**src/rtl/dmem_arbiter.sv**
```systemverilog
// ---------------------------------------------------------------------------
// dmem_arbiter
//   Shares the single-port data RAM (async read, sync write) between the CPU
//   data port and an auxiliary requester (debug loader / DMA).
//
//   Arbitration:
//     - The CPU has priority. The aux side only gets the RAM in idle CPU
//       cycles, unless it has been denied STARVE_MAX consecutive cycles.
//       In that case a forced aux slot is taken and the CPU is stalled.
//     - A forced slot may be extended into a locked burst with aux_lock.
//       The burst is capped at LOCK_MAX grants.
//
//   Optional build macro:
//     DMEM_ARB_PERF_EN  builds saturating performance counters.
//                       When undefined, the perf ports are tied to 0.
//
//   Ports:
//     fpga_clk, fpga_rst    clock and reset (reset is asynchronous, active-high)
//     cpu_req/we/addr/wdata CPU data port request
//     cpu_rdata             CPU load data (RAM read data, combinational)
//     cpu_stall             CPU access not performed this cycle
//     aux_req/we/lock/addr/wdata
//                           aux request; held stable until aux_gnt
//     aux_gnt               aux access performed this cycle (combinational)
//     aux_ack, aux_rdata    registered completion one cycle after aux_gnt
//     dmem_addr/we/wdata    to the RAM
//     dmem_rdata            RAM read data (spo)
//     perf_stall_cnt        CPU stall cycles
//     perf_aux_cnt          aux transfers
// ---------------------------------------------------------------------------
module dmem_arbiter #(
  parameter int ADDR_W     = 32,
  parameter int DATA_W     = 32,
  parameter int STARVE_MAX = 8,
  parameter int LOCK_MAX   = 16
) (
  input  logic              fpga_clk,
  input  logic              fpga_rst,
  // CPU data port
  input  logic              cpu_req,
  input  logic              cpu_we,
  input  logic [ADDR_W-1:0] cpu_addr,
  input  logic [DATA_W-1:0] cpu_wdata,
  output logic [DATA_W-1:0] cpu_rdata,
  output logic              cpu_stall,
  // aux requester
  input  logic              aux_req,
  input  logic              aux_we,
  input  logic              aux_lock,
  input  logic [ADDR_W-1:0] aux_addr,
  input  logic [DATA_W-1:0] aux_wdata,
  output logic              aux_gnt,
  output logic              aux_ack,
  output logic [DATA_W-1:0] aux_rdata,
  // RAM port
  output logic [ADDR_W-1:0] dmem_addr,
  output logic              dmem_we,
  output logic [DATA_W-1:0] dmem_wdata,
  input  logic [DATA_W-1:0] dmem_rdata,
  // performance counters
  output logic [31:0]       perf_stall_cnt,
  output logic [31:0]       perf_aux_cnt
);

  // Sized so that STARVE_MAX/LOCK_MAX = 1 still yields a 1-bit counter.
  localparam int WAIT_W = $clog2(STARVE_MAX + 1);
  localparam int LOCK_W = $clog2(LOCK_MAX + 1);
  localparam logic [WAIT_W-1:0] WAIT_LAST = WAIT_W'(STARVE_MAX - 1);
  localparam logic [LOCK_W-1:0] LOCK_LAST = LOCK_W'(LOCK_MAX - 1);

  typedef enum logic {
    ST_CPU = 1'b0,   // CPU priority, aux only in idle CPU cycles
    ST_AUX = 1'b1    // forced aux slot / locked burst, CPU stalled
  } state_e;

  state_e            state_q, state_d;
  logic [WAIT_W-1:0] wait_cnt_q, wait_cnt_d;
  logic [LOCK_W-1:0] lock_cnt_q, lock_cnt_d;
  logic              aux_ack_q;
  logic [DATA_W-1:0] aux_rdata_q;

  logic              gnt;
  logic              stall;
  logic              cpu_own;

  // -------------------------------------------------------------------------
  // State register
  // -------------------------------------------------------------------------
  always_ff @(posedge fpga_clk or posedge fpga_rst) begin
    if (fpga_rst) begin
      state_q    <= ST_CPU;
      wait_cnt_q <= '0;
      lock_cnt_q <= '0;
    end else begin
      state_q    <= state_d;
      wait_cnt_q <= wait_cnt_d;
      lock_cnt_q <= lock_cnt_d;
    end
  end

  // -------------------------------------------------------------------------
  // Next-state logic
  // -------------------------------------------------------------------------
  always_comb begin
    state_d    = state_q;
    wait_cnt_d = wait_cnt_q;
    lock_cnt_d = lock_cnt_q;
    case (state_q)
      ST_CPU: begin
        // aux_lock is deliberately ignored here.
        // Locked bursts only start from a forced slot.
        if (gnt || !aux_req) begin
          wait_cnt_d = '0;
        end else if (wait_cnt_q == WAIT_LAST) begin
          // This is the STARVE_MAX-th denied cycle; force an aux slot next.
          state_d    = ST_AUX;
          wait_cnt_d = '0;
          lock_cnt_d = '0;
        end else begin
          wait_cnt_d = wait_cnt_q + WAIT_W'(1);
        end
      end
      ST_AUX: begin
        // Leave when the requester drops, the burst is not locked, or the
        // cap is reached. The grant in this cycle still completes.
        if (!aux_req || !aux_lock || lock_cnt_q == LOCK_LAST) begin
          state_d    = ST_CPU;
          wait_cnt_d = '0;
          lock_cnt_d = '0;
        end else begin
          lock_cnt_d = lock_cnt_q + LOCK_W'(1);
        end
      end
      default: state_d = ST_CPU;
    endcase
  end

  // -------------------------------------------------------------------------
  // Output logic
  // -------------------------------------------------------------------------
  always_comb begin
    gnt   = 1'b0;
    stall = 1'b0;
    // Gated by reset: a request pending during reset is dropped, not granted.
    if (!fpga_rst) begin
      case (state_q)
        ST_CPU: gnt = aux_req & ~cpu_req;
        ST_AUX: begin
          gnt   = aux_req;
          stall = cpu_req & aux_req;
        end
        default: ;
      endcase
    end
    // The CPU performs its access whenever the aux side is not granted.
    // A stall always coincides with a grant.
    cpu_own = cpu_req & ~gnt;
  end

  // RAM mux.
  // With no owner, the address follows the CPU and nothing is written.
  // A stalled CPU store never reaches the RAM.
  assign dmem_addr  = gnt ? aux_addr  : cpu_addr;
  assign dmem_wdata = gnt ? aux_wdata : cpu_wdata;
  assign dmem_we    = ~fpga_rst & (gnt ? aux_we : (cpu_own & cpu_we));

  assign cpu_rdata  = dmem_rdata;
  assign cpu_stall  = stall;
  assign aux_gnt    = gnt;

  // -------------------------------------------------------------------------
  // Aux completion: one-cycle ack.
  // Read data is captured only for reads; writes leave it unchanged.
  // -------------------------------------------------------------------------
  always_ff @(posedge fpga_clk or posedge fpga_rst) begin
    if (fpga_rst) begin
      aux_ack_q   <= 1'b0;
      aux_rdata_q <= '0;
    end else begin
      aux_ack_q <= gnt;
      if (gnt && !aux_we) aux_rdata_q <= dmem_rdata;
    end
  end

  assign aux_ack   = aux_ack_q;
  assign aux_rdata = aux_rdata_q;

  // -------------------------------------------------------------------------
  // Performance counters (saturating)
  // -------------------------------------------------------------------------
`ifdef DMEM_ARB_PERF_EN
  logic [31:0] stall_cnt_q, stall_cnt_d;
  logic [31:0] aux_cnt_q, aux_cnt_d;

  always_comb begin
    stall_cnt_d = stall_cnt_q;
    aux_cnt_d   = aux_cnt_q;
    if (stall && stall_cnt_q != 32'hFFFF_FFFF) stall_cnt_d = stall_cnt_q + 32'd1;
    if (gnt   && aux_cnt_q   != 32'hFFFF_FFFF) aux_cnt_d   = aux_cnt_q + 32'd1;
  end

  always_ff @(posedge fpga_clk or posedge fpga_rst) begin
    if (fpga_rst) begin
      stall_cnt_q <= '0;
      aux_cnt_q   <= '0;
    end else begin
      stall_cnt_q <= stall_cnt_d;
      aux_cnt_q   <= aux_cnt_d;
    end
  end

  assign perf_stall_cnt = stall_cnt_q;
  assign perf_aux_cnt   = aux_cnt_q;
`else
  assign perf_stall_cnt = 32'd0;
  assign perf_aux_cnt   = 32'd0;
`endif

endmodule
```
**config.mk**
```make
export PLATFORM = sky130hd
export DESIGN_NAME = dmem_arbiter
export DESIGN_NICKNAME = d
export VERILOG_FILES = /design/src/rtl/dmem_arbiter.sv
export SDC_FILE = /design/constraint.sdc
export NUM_CORES = 1
export LEC_CHECK = 0
export BUFFER_PORTS_ARGS = -buffer_cell sky130_fd_sc_hd__buf_4
export CAP_MARGIN = 20
export CORE_AREA = 2 2 142 144
export CTS_BUF_LIST = sky130_fd_sc_hd__clkbuf_8 sky130_fd_sc_hd__clkbuf_16
export DETAILED_ROUTE_END_ITERATION = 10
export DIE_AREA = 0 0 144 146
export SYNTH_ARGS = -nofsm -noshare
export SYNTH_HDL_FRONTEND = slang
export SYNTH_SLANG_ARGS = --single-unit
```
**constraint.sdc**
```tcl
create_clock -name fpga_clk -period 2.8 [get_ports fpga_clk]
set_input_delay 0.42 -clock fpga_clk [delete_from_list [all_inputs] [get_ports fpga_clk]]
set_output_delay 0.42 -clock fpga_clk [all_outputs]
set_load 0.03 [all_outputs]
```
Yosys cells after proc, flatten, opt, wreduce, memory -nomap -nowiden
Cells that the tools add are included.
{ "classes": {"addsub": 2, "n_eq_ne": 5, "n_mux": 19, "n_bitwise": 9, "n_reduce_logical": 8} }
{ "ops": {"columns": ["cell", "n"], "rows": [
  ["32-bit 2-to-1 mux", 2],
  ["5-bit 2-to-1 mux", 3],
  ["4-bit 2-to-1 mux", 3],
  ["5-bit case mux with 2 select lines", 1],
  ["4-bit case mux with 2 select lines", 1],
  ["1-bit 2-to-1 mux", 7],
  ["5-bit by 1-bit adder with 5-bit output (second input constant)", 1],
  ["1-bit bitwise AND", 5],
  ["5-bit by 4-bit == test with 1-bit output (second input constant)", 1],
  ["4-bit by 1-bit adder with 4-bit output (second input constant)", 1],
  ["4-bit by 3-bit == test with 1-bit output (second input constant)", 1],
  ["2-bit != test (second input constant)", 2],
  ["1-bit NOT", 4],
  ["1-bit case mux with 2 select lines", 2],
  ["1-bit logical NOT", 3],
  ["1-bit logical OR", 3],
  ["2-bit by 1-bit != test with 1-bit output (second input constant)", 1],
  ["2-bit AND reduction", 1],
  ["1-bit logical AND", 1]
]} }
{ "totals": {"ff_bits": 43, "in_bits": 167, "out_inout_bits": 196} }

Depth between registers and ports, before layout
Gate-level depths: netlist (run 1).
{ "logic_depth": {"word_depth": 9, "ltp_mapped": 6, "ltp_nobuf": 6} }

Worst setup path after synthesis (run 1)
No wires, ideal clock.
{ "synth_path": {"path_type": "register to output", "start": "register state_q", "end": "output dmem_we", "t_arrival_ns": 1.589, "setup_slack_ns": 0.791, "stages_incl_launch_ff": 6, "n_path_buf": 2, "cell_sequence": "dfrtp_1 > buf_2 > nor2b_4 > nor3_4 > buf_6 > nor3b_1"} }
{ "synth_via": {"elab_chain_cells": 8} }
{ "synth_lines": {"columns": ["element", "line", "text"], "rows": [
  ["from (decl)", "76", "state_e state_q, state_d;"],
  ["from (signal assigned)", "95", "state_q <= state_d;"],
  ["1-bit NOT", null, null],
  ["1-bit case mux with 2 select lines (*)", "146", "case (state_q)"],
  ["1-bit 2-to-1 mux (*)", "145", "if (!fpga_rst) begin"],
  ["1-bit NOT", "157", "cpu_own = cpu_req & ~gnt;"],
  ["1-bit bitwise AND", "157", null],
  ["1-bit bitwise AND", "165", "assign dmem_we = ~fpga_rst & (gnt ? aux_we : (cpu_own & cpu_we));"],
  ["1-bit 2-to-1 mux (*)", "165", null],
  ["1-bit bitwise AND (*)", "165", null],
  ["to (decl)", "57", "output logic dmem_we,"]
]} }
Mark *: on every way between the ends. The rest lies on a longest branch, timed or not.

Final worst setup path (run 1)
{ "layout_path": {"start": "register state_q", "end": "output dmem_addr[27]"} }
{ "layout_via": {"elab_chain_cells": 4} }
{ "layout_lines": {"columns": ["element", "line", "text"], "rows": [
  ["1-bit NOT", null, null],
  ["1-bit case mux with 2 select lines (*)", "146", null],
  ["1-bit 2-to-1 mux (*)", "145", null],
  ["32-bit 2-to-1 mux (*)", "163", "assign dmem_addr = gnt ? aux_addr : cpu_addr;"],
  ["to (decl)", "56", "output logic [ADDR_W-1:0] dmem_addr,"]
]} }
Marked as above.

==> results of run 1 <==
## state kept, by name, summed over array words and instances, names as in the netlist
name        count
state_q         1
lock_cnt_q      5
aux_ack         1
wait_cnt_q      4
aux_rdata      32
## area by class of cell
class / instances / area, sq um
Fill cell: 2067 / 13670
Timing Repair Buffer: 301 / 2285
Multi-Input combinational cell: 202 / 1822
Sequential cell: 43 / 1076
Tap cell: 265 / 331.6
Clock buffer: 5 / 125.1
Inverter: 4 / 15.01
Clock inverter: 3 / 12.51
## routing by layer
layer,vias to the layer above,GRT usage,share of wire
met4,0,0.01912,0.0062
met1,1351,0.1290,0.38
met3,5,0.04146,0.12
met2,174,0.1900,0.49
met5,-,0,0
li1,1375,-,-
## placed cells by master (no fill, tap or decap), types with 2 or more instances in the layout
cell                          n
sky130_fd_sc_hd__nor2b_1      2
sky130_fd_sc_hd__clkbuf_16    5
sky130_fd_sc_hd__mux2_1       8
sky130_fd_sc_hd__o31ai_1      3
sky130_fd_sc_hd__ha_1         3
sky130_fd_sc_hd__nor2_1       3
sky130_fd_sc_hd__a22o_1       3
sky130_fd_sc_hd__mux2_2      39
sky130_fd_sc_hd__o21ai_0      2
sky130_fd_sc_hd__dfrtp_1     43
sky130_fd_sc_hd__nand2_1      4
sky130_fd_sc_hd__buf_12       2
sky130_fd_sc_hd__buf_4      299
sky130_fd_sc_hd__inv_1        6
sky130_fd_sc_hd__and3_1       2
sky130_fd_sc_hd__mux2_4      49
sky130_fd_sc_hd__conb_1      64
sky130_fd_sc_hd__a21oi_1      2
## where the power goes
group	switching (W)	leakage, nW	internal [W]
combinational	0.000758	2.34	0.000564
sequential	0.0000585	0.531	0.000732
clock	0.000232	0.0762	0.000322
## worst reg2reg max path: cells and delay by family, from the launching register on
family	cells	cell delay [ns]
AO/OA/AOI/OAI	2	0.40
adder cells (fa/ha/maj)	2	0.44
flip-flops	1	0.43
AND/OR/NAND/NOR	2	0.56
## path summary, 6_finish.rpt
kind	startpoint	endpoint
max	state_q	dmem_addr[27]
min	fpga_rst	state_q
max reg2reg	lock_cnt_q[0]	lock_cnt_q[2]
min reg2reg	lock_cnt_q[3]	lock_cnt_q[3]
max in group asynchronous	fpga_rst	aux_rdata[20]
min in group fpga_clk	dmem_rdata[8]	aux_rdata[8]
## logic make-up after synthesis
| group | count (synthesis) | synth area share |
|---|---|---|
| buf+inv | 111 | 0.2420 |
| simple gates | 21 | 0.04074 |
| flops | 43 | 0.3074 |
| fa+ha+maj | 3 | 0.01072 |
| mux | 97 | 0.3642 |
| other cells | 1 | 0.001071 |
| compound gates | 17 | 0.03396 |
## cell usage after synthesis (2+ instances only)
cell type and count:
sky130_fd_sc_hd__a21oi_1 2, sky130_fd_sc_hd__a22o_1 3, sky130_fd_sc_hd__and3_1 2, sky130_fd_sc_hd__buf_2 2, sky130_fd_sc_hd__buf_4 96, sky130_fd_sc_hd__buf_6 9
sky130_fd_sc_hd__dfrtp_1 43, sky130_fd_sc_hd__ha_1 3, sky130_fd_sc_hd__inv_1 4, sky130_fd_sc_hd__mux2_1 8, sky130_fd_sc_hd__mux2_2 39, sky130_fd_sc_hd__mux2_4 49
sky130_fd_sc_hd__nand2_1 4, sky130_fd_sc_hd__nor2_1 4, sky130_fd_sc_hd__nor2b_1 2, sky130_fd_sc_hd__o21ai_0 2, sky130_fd_sc_hd__o31ai_1 3
## per-stage QoR
step / util / setup slack [ns] / power [W] / cells
floorplan: - / 0.7914 / 0.001665 / 356
global placement: 0.2860 / 0.5085 / 0.002129 / 815
detailed placement: 0.2860 / 0.5113 / 0.002137 / 815
CTS: 0.2931 / 0.2991 / 0.002701 / 823
global route: 0.2931 / 0.2147 / 0.002792 / 823
finish: 0.2931 / 0.2962 / 0.002667 / 823
==> results.txt, run 1 <==
The HPWL after detailed placement is 10.82 mm. The effective utilization at floorplan is 0.1811. For this run, design rule violations remaining after detail routing come to 0.

The critical path data arrival time came out at 2.08 ns. The wire length per cell after detailed routing is 15.55 um. The clock transition at the registers of the reported paths came out at 0.06 ns. The largest fanout on the critical path is 66.

Global routing finished with a remaining overflow of 0. The wire length of the first global-routing pass is 17.12 mm. The ratio of cells with drive above 1 in the final layout came out at 0.7168. The first detailed-routing pass took 7 iterations. The total CTS buffers is 5. The die is 144 um wide. By area the synthesized netlist is led by sky130_fd_sc_hd__dfrtp_1 (31%), sky130_fd_sc_hd__mux2_4 (21%), sky130_fd_sc_hd__buf_4 (21%), sky130_fd_sc_hd__mux2_2 (13%), sky130_fd_sc_hd__buf_6 (2.9%). The routed via count divided by cell count is 3.530. The register-to-register setup slack is 0.89 ns. At the worst endpoint, the required time is 2.38 ns. The leakage component of the power came out at 2.950 nW.

Headroom to the max-slew limit came out at 0.6180. The number of clock sinks came out at 43. The flow ran to the end, and the final reports show no timing, DRC or antenna violations. The clock root buffer is sky130_fd_sc_hd__clkbuf_16. The setup clock skew after layout came out at 0.002768 ns. The maximum achievable frequency is 399.4 MHz. The final max-slew violation count was 0. STA classifies the critical path startpoint as a flop. Synthesis inferred 43 register bits. The cell area after synthesis is 0.003501 sq mm. Setup repair after global routing left no endpoint under its margin. The total negative slack for setup checks came out at 0 ns.

The share of synthesized area in the top cell type comes to 0.3074. The number of flops mapped to enable cells by yosys came out at 0. The family with the most delay on the worst path is flip-flops. The layout overhead on the synthesized area came out at 61.87%. The maximum ir drop on the vdd rail is 0.0003097 V.

The minimum clock period is 2.504 ns. The initial antenna violation count was 0. The total wire length is 12.80 mm. The vertical die dimension is 146 um. The Yosys step of the flow raised 0 warnings. The source-to-sink clock delay at the later pin of the worst-skew pair is 0.28 ns. The critical path is of the flop to output pin type. The number of nets at the end of the flow is 727.

Max-cap violations in this run came to 0. The number of standard cells after synthesis came out at 293. The number of DRC violations after detailed-routing iteration 0 came out at 47.

The buffer and inverter count on the worst path is 2. The pin count of the biggest net entering global routing is 67. The final setup violation count came out at 0.

The vias after detailed routing is 2,905. The slew of the pin with the lowest slew margin is 0.5723 ns. The endpoint kind of the worst setup timing path is an output pin. The class of the most critical hold timing path is input pin to async pin. The count of input and output buffers is 298. The via count of the first global-routing pass is 2,841. The count of inserted antenna diode cells is 0. The final antenna-violating net count is 0. The design area came out at 0.005667 sq mm. TritonCTS built the clock tree. For this design, the slowest cell found on the critical path is sky130_fd_sc_hd__dfrtp_1. The number of placed I/O pins came out at 363. The critical path goes through nor2b_4 -> nor2_4 -> buf_12 -> mux2_4 -> buf_4. The final number of hold-violating endpoints is 0. The power density over the cells came out at 470.6 mW/mm^2. The tightest hold path in the finished design has a slack of 0.2178 ns.

The part of the Yosys area used for sequential elements is 0.3074. Synthesis instantiated 35 different standard cells from the library. After clock tree synthesis, the flow added hold-fix buffers numbering 0. The deepest clock path buffer count came out at 2.

The number of post-CTS setup repair buffers came out at 0. The overall fraction of global-route tracks in use is 0.1094. The post-synthesis area per instance is 11.95 sq um. The number of logic stages on the critical path including buffering came out at 5. The count of instances resized after the clock tree is built came out at 0. The part of the cycle the worst path needs came out at 0.8942. The cell count of the worst reg-to-reg path came out at 6. The number of cell rows is 51. The placed cell area is 0.005529 sq mm.

The global placer's final weighted congestion came out at 0.7294. The die area came out at 0.02102 sq mm. After synthesis, the share of flip-flops with an asynchronous set or reset is 1.000.

The level count of the clock H-tree is 2. For this run, the slowest stage of the critical path takes 0.55 ns. The placeable core region came out at 0.01933 sq mm. For this run, the leading register cell type out of synthesis is sky130_fd_sc_hd__dfrtp_1. The largest area contributor in the synthesized netlist is sky130_fd_sc_hd__dfrtp_1.
Power figures use the tool's default switching activity.
==> run 2: changes to the inputs <==
Settings changed: REMOVE_ABC_BUFFERS set to 1.
==> results.txt, run 2 (same netlist as run 1, synthesis figures left out) <==
Status: finished, final reports clean (unchanged). The number of nets at the end of the flow came out at 730 (was 727). The number of DRC violations after detailed-routing iteration 0 is 68 (was 47).

The vias after detailed routing is 2,888 (was 2,905). The detailed-routing iteration count for the pre-antenna-repair pass came out at 4 (was 7). The via count of the first global-routing pass was 2,857 (was 2,841). The family with the most delay on the worst path was buffers and inverters (was flip-flops). The start-to-end type of the worst setup path is flop to output pin (unchanged).

The total wire length is 12.24 mm (was 12.80 mm). The wire length of the first global-routing pass is 17.14 mm (was 17.12 mm). The routed via count divided by cell count came out at 3.496 (was 3.530). The number of placed cells counting well taps is 818 (was 815). The final number of hold-violating endpoints is 0 (unchanged).

The largest fanout on the critical path came to 34 (was 66). The number of clock sinks is 43 (unchanged). Most used cells in the layout excluding fill and tap cells: sky130_fd_sc_hd__buf_4 (301), sky130_fd_sc_hd__conb_1 (64), sky130_fd_sc_hd__mux2_4 (49) (was sky130_fd_sc_hd__buf_4 (299), sky130_fd_sc_hd__conb_1 (64), sky130_fd_sc_hd__mux2_4 (49)). The number of placed I/O pins came out at 363 (unchanged). The total CTS buffers was 5 (unchanged).

The width of the die came out at 144 um (unchanged). Setup repair after global routing missed its margin: false (unchanged). The class of the most critical hold timing path is input pin to async pin (unchanged). The source-to-sink clock delay at the later pin of the worst-skew pair came to 0.28 ns (about the same). The number of buffers inserted by hold repair at cts is 0 (unchanged).

The number of cell rows is 51 (unchanged). The leakage component of the power is 2.967 nW (was 2.950 nW). The number of flip-flops in the largest register is 32 (unchanged).

The maximum achievable frequency came out at 401.0 MHz (was 399.4 MHz). The ratio of cells with drive above 1 in the final layout is 0.7201 (was 0.7168). The maximum cell stage delay along the critical path is 0.53 ns (was 0.55 ns). The critical path data arrival time is 2.07 ns (was 2.08 ns). The endpoint kind of the worst setup timing path is an output pin (unchanged). The slew of the pin with the lowest slew margin was 0.9209 ns (was 0.5723 ns).

The launching element type of the critical path is a flop (unchanged). The level count of the clock H-tree is 2 (unchanged). The relative slew slack came out at 0.3861 (was 0.6180). The part of the cycle the worst path needs is 0.8906 (was 0.8942). The utilization after layout came out at 0.2949 (was 0.2931). The total congestion overflow after global routing is 0 (unchanged). The placeable core region is 0.01933 sq mm (unchanged).

The power density over the cells came out at 466.2 mW/mm^2 (was 470.6 mW/mm^2). The final setup violation count is 0 (unchanged). The buffer and inverter count on the worst path came out at 3 (was 2). The clock transition at the registers of the reported paths came out at 0.06 ns (about the same). The max-capacitance violation count came out at 0 (unchanged). The count of inserted antenna diode cells came out at 0 (unchanged). The slowest stage cell on the critical path is sky130_fd_sc_hd__dfrtp_1 (unchanged).

The HPWL after detailed placement is 10.96 mm (was 10.82 mm). The final antenna-violating net count came to 0 (unchanged). The pin count of the biggest net entering global routing is 44 (was 67).

The initial antenna violation count came out at 0 (unchanged). The overall fraction of global-route tracks in use is 0.1086 (was 0.1094). The effective utilization at floorplan is 0.1811 (unchanged).

The clock root buffer is sky130_fd_sc_hd__clkbuf_16 (unchanged). The final max-slew violation count is 0 (unchanged). The count of instances resized after the clock tree is built is 0 (unchanged). The setup clock skew after layout came to 0.003469 ns (was 0.002768 ns). Cells along the critical path: nor2b_4 -> nor2_4 -> buf_12 -> buf_12 -> mux2_2 -> buf_4 (was nor2b_4 -> nor2_4 -> buf_12 -> mux2_4 -> buf_4).

The worst path required time is 2.38 ns (about the same). The TritonCTS clock tree is yes (unchanged). The minimum clock period came out at 2.494 ns (was 2.504 ns). The wire length per cell after detailed routing is 14.81 um (was 15.55 um). The count of input and output buffers came out at 298 (unchanged).

The vertical die dimension came out at 146 um (unchanged). The die area is 0.02102 sq mm (unchanged). The layout overhead on the synthesized area was 62.87% (was 61.87%). The worst hold slack after final layout came out at 0.3583 ns (was 0.2178 ns). The maximum ir drop on the vdd rail was 0.0001765 V (was 0.0003097 V). The global placer's final weighted congestion came out at 0.7684 (was 0.7294).

The count of placed standard cells in the final layout, fillers left out is 826 (was 823). The deepest clock path buffer count is 2 (unchanged). Among the stages of the critical path, the cell type that occurs most often is sky130_fd_sc_hd__buf_12.

The remaining routing DRC violations came out at 0 (unchanged). The number of post-CTS setup repair buffers came to 0 (unchanged). The leading cell type in the layout, fill and taps excluded is sky130_fd_sc_hd__buf_4 (unchanged).
## run 2: cell count changes in the layout (fill, tap and decap cells not counted), sizes merged
cell  previous run  this run
buf            301       304
## run 2: final cells by class
type / count / area (sq um)
flip-flops and latches: 43 / 1076
multi-input cells: 202 / 1822
inverters: 4 / 15.01
clock buffers: 5 / 125.1
fillers: 2057 / 13630
well taps: 265 / 331.6
repair buffers: 304 / 2320
clock inverters: 3 / 12.51
## run 2: metal layers
metal  vias up  track usage  routed length (um)
met5         -            0                   0
met3         6      0.03554                1293
met2       178       0.1786                5827
li1       1388            -                   -
met1      1316       0.1400                5031
met4         0      0.01912                  82
## run 2: worst paths after layout
check	startpoint	depth (start not counted)	end	slack (ns)
worst max-delay path	state_q	6	dmem_addr[6]	0.31
worst min-delay path	fpga_rst	2	wait_cnt_q[3]	0.36
worst max register to register	lock_cnt_q[0]	6	lock_cnt_q[2]	0.92
worst min register to register	lock_cnt_q[3]	1	lock_cnt_q[3]	0.48
max in group asynchronous	fpga_rst	2	aux_rdata[12]	1.86
min in group fpga_clk	dmem_rdata[15]	2	aux_rdata[15]	0.37
## run 2: worst register-to-register path, stage by stage, from the launching register on
cell                       delay [ns]
sky130_fd_sc_hd__dfrtp_1         0.42
sky130_fd_sc_hd__ha_1            0.26
sky130_fd_sc_hd__and3_1          0.20
sky130_fd_sc_hd__ha_1            0.19
sky130_fd_sc_hd__nand4b_1        0.35
sky130_fd_sc_hd__o21a_1          0.27
sky130_fd_sc_hd__a21oi_1         0.13
## run 2: where the power goes
part	internal, W	total, W	switching, W
sequential	0.000732	0.000785	0.0000534
combinational	0.000566	0.00132	0.000757
clock	0.000322	0.000549	0.000227
## run 2: stage by stage
stage	TNS (ns)	power (W)	instance area, sq um	setup WS, ns
global route	0	0.002799	5702	0.2134
floorplan	-212.12	0.001512	2905	-3.331
global placement	0	0.002132	5564	0.5135
finish	0	0.002658	5702	0.3065
detailed placement	0	0.002141	5564	0.4935
CTS	0	0.002708	5702	0.2910
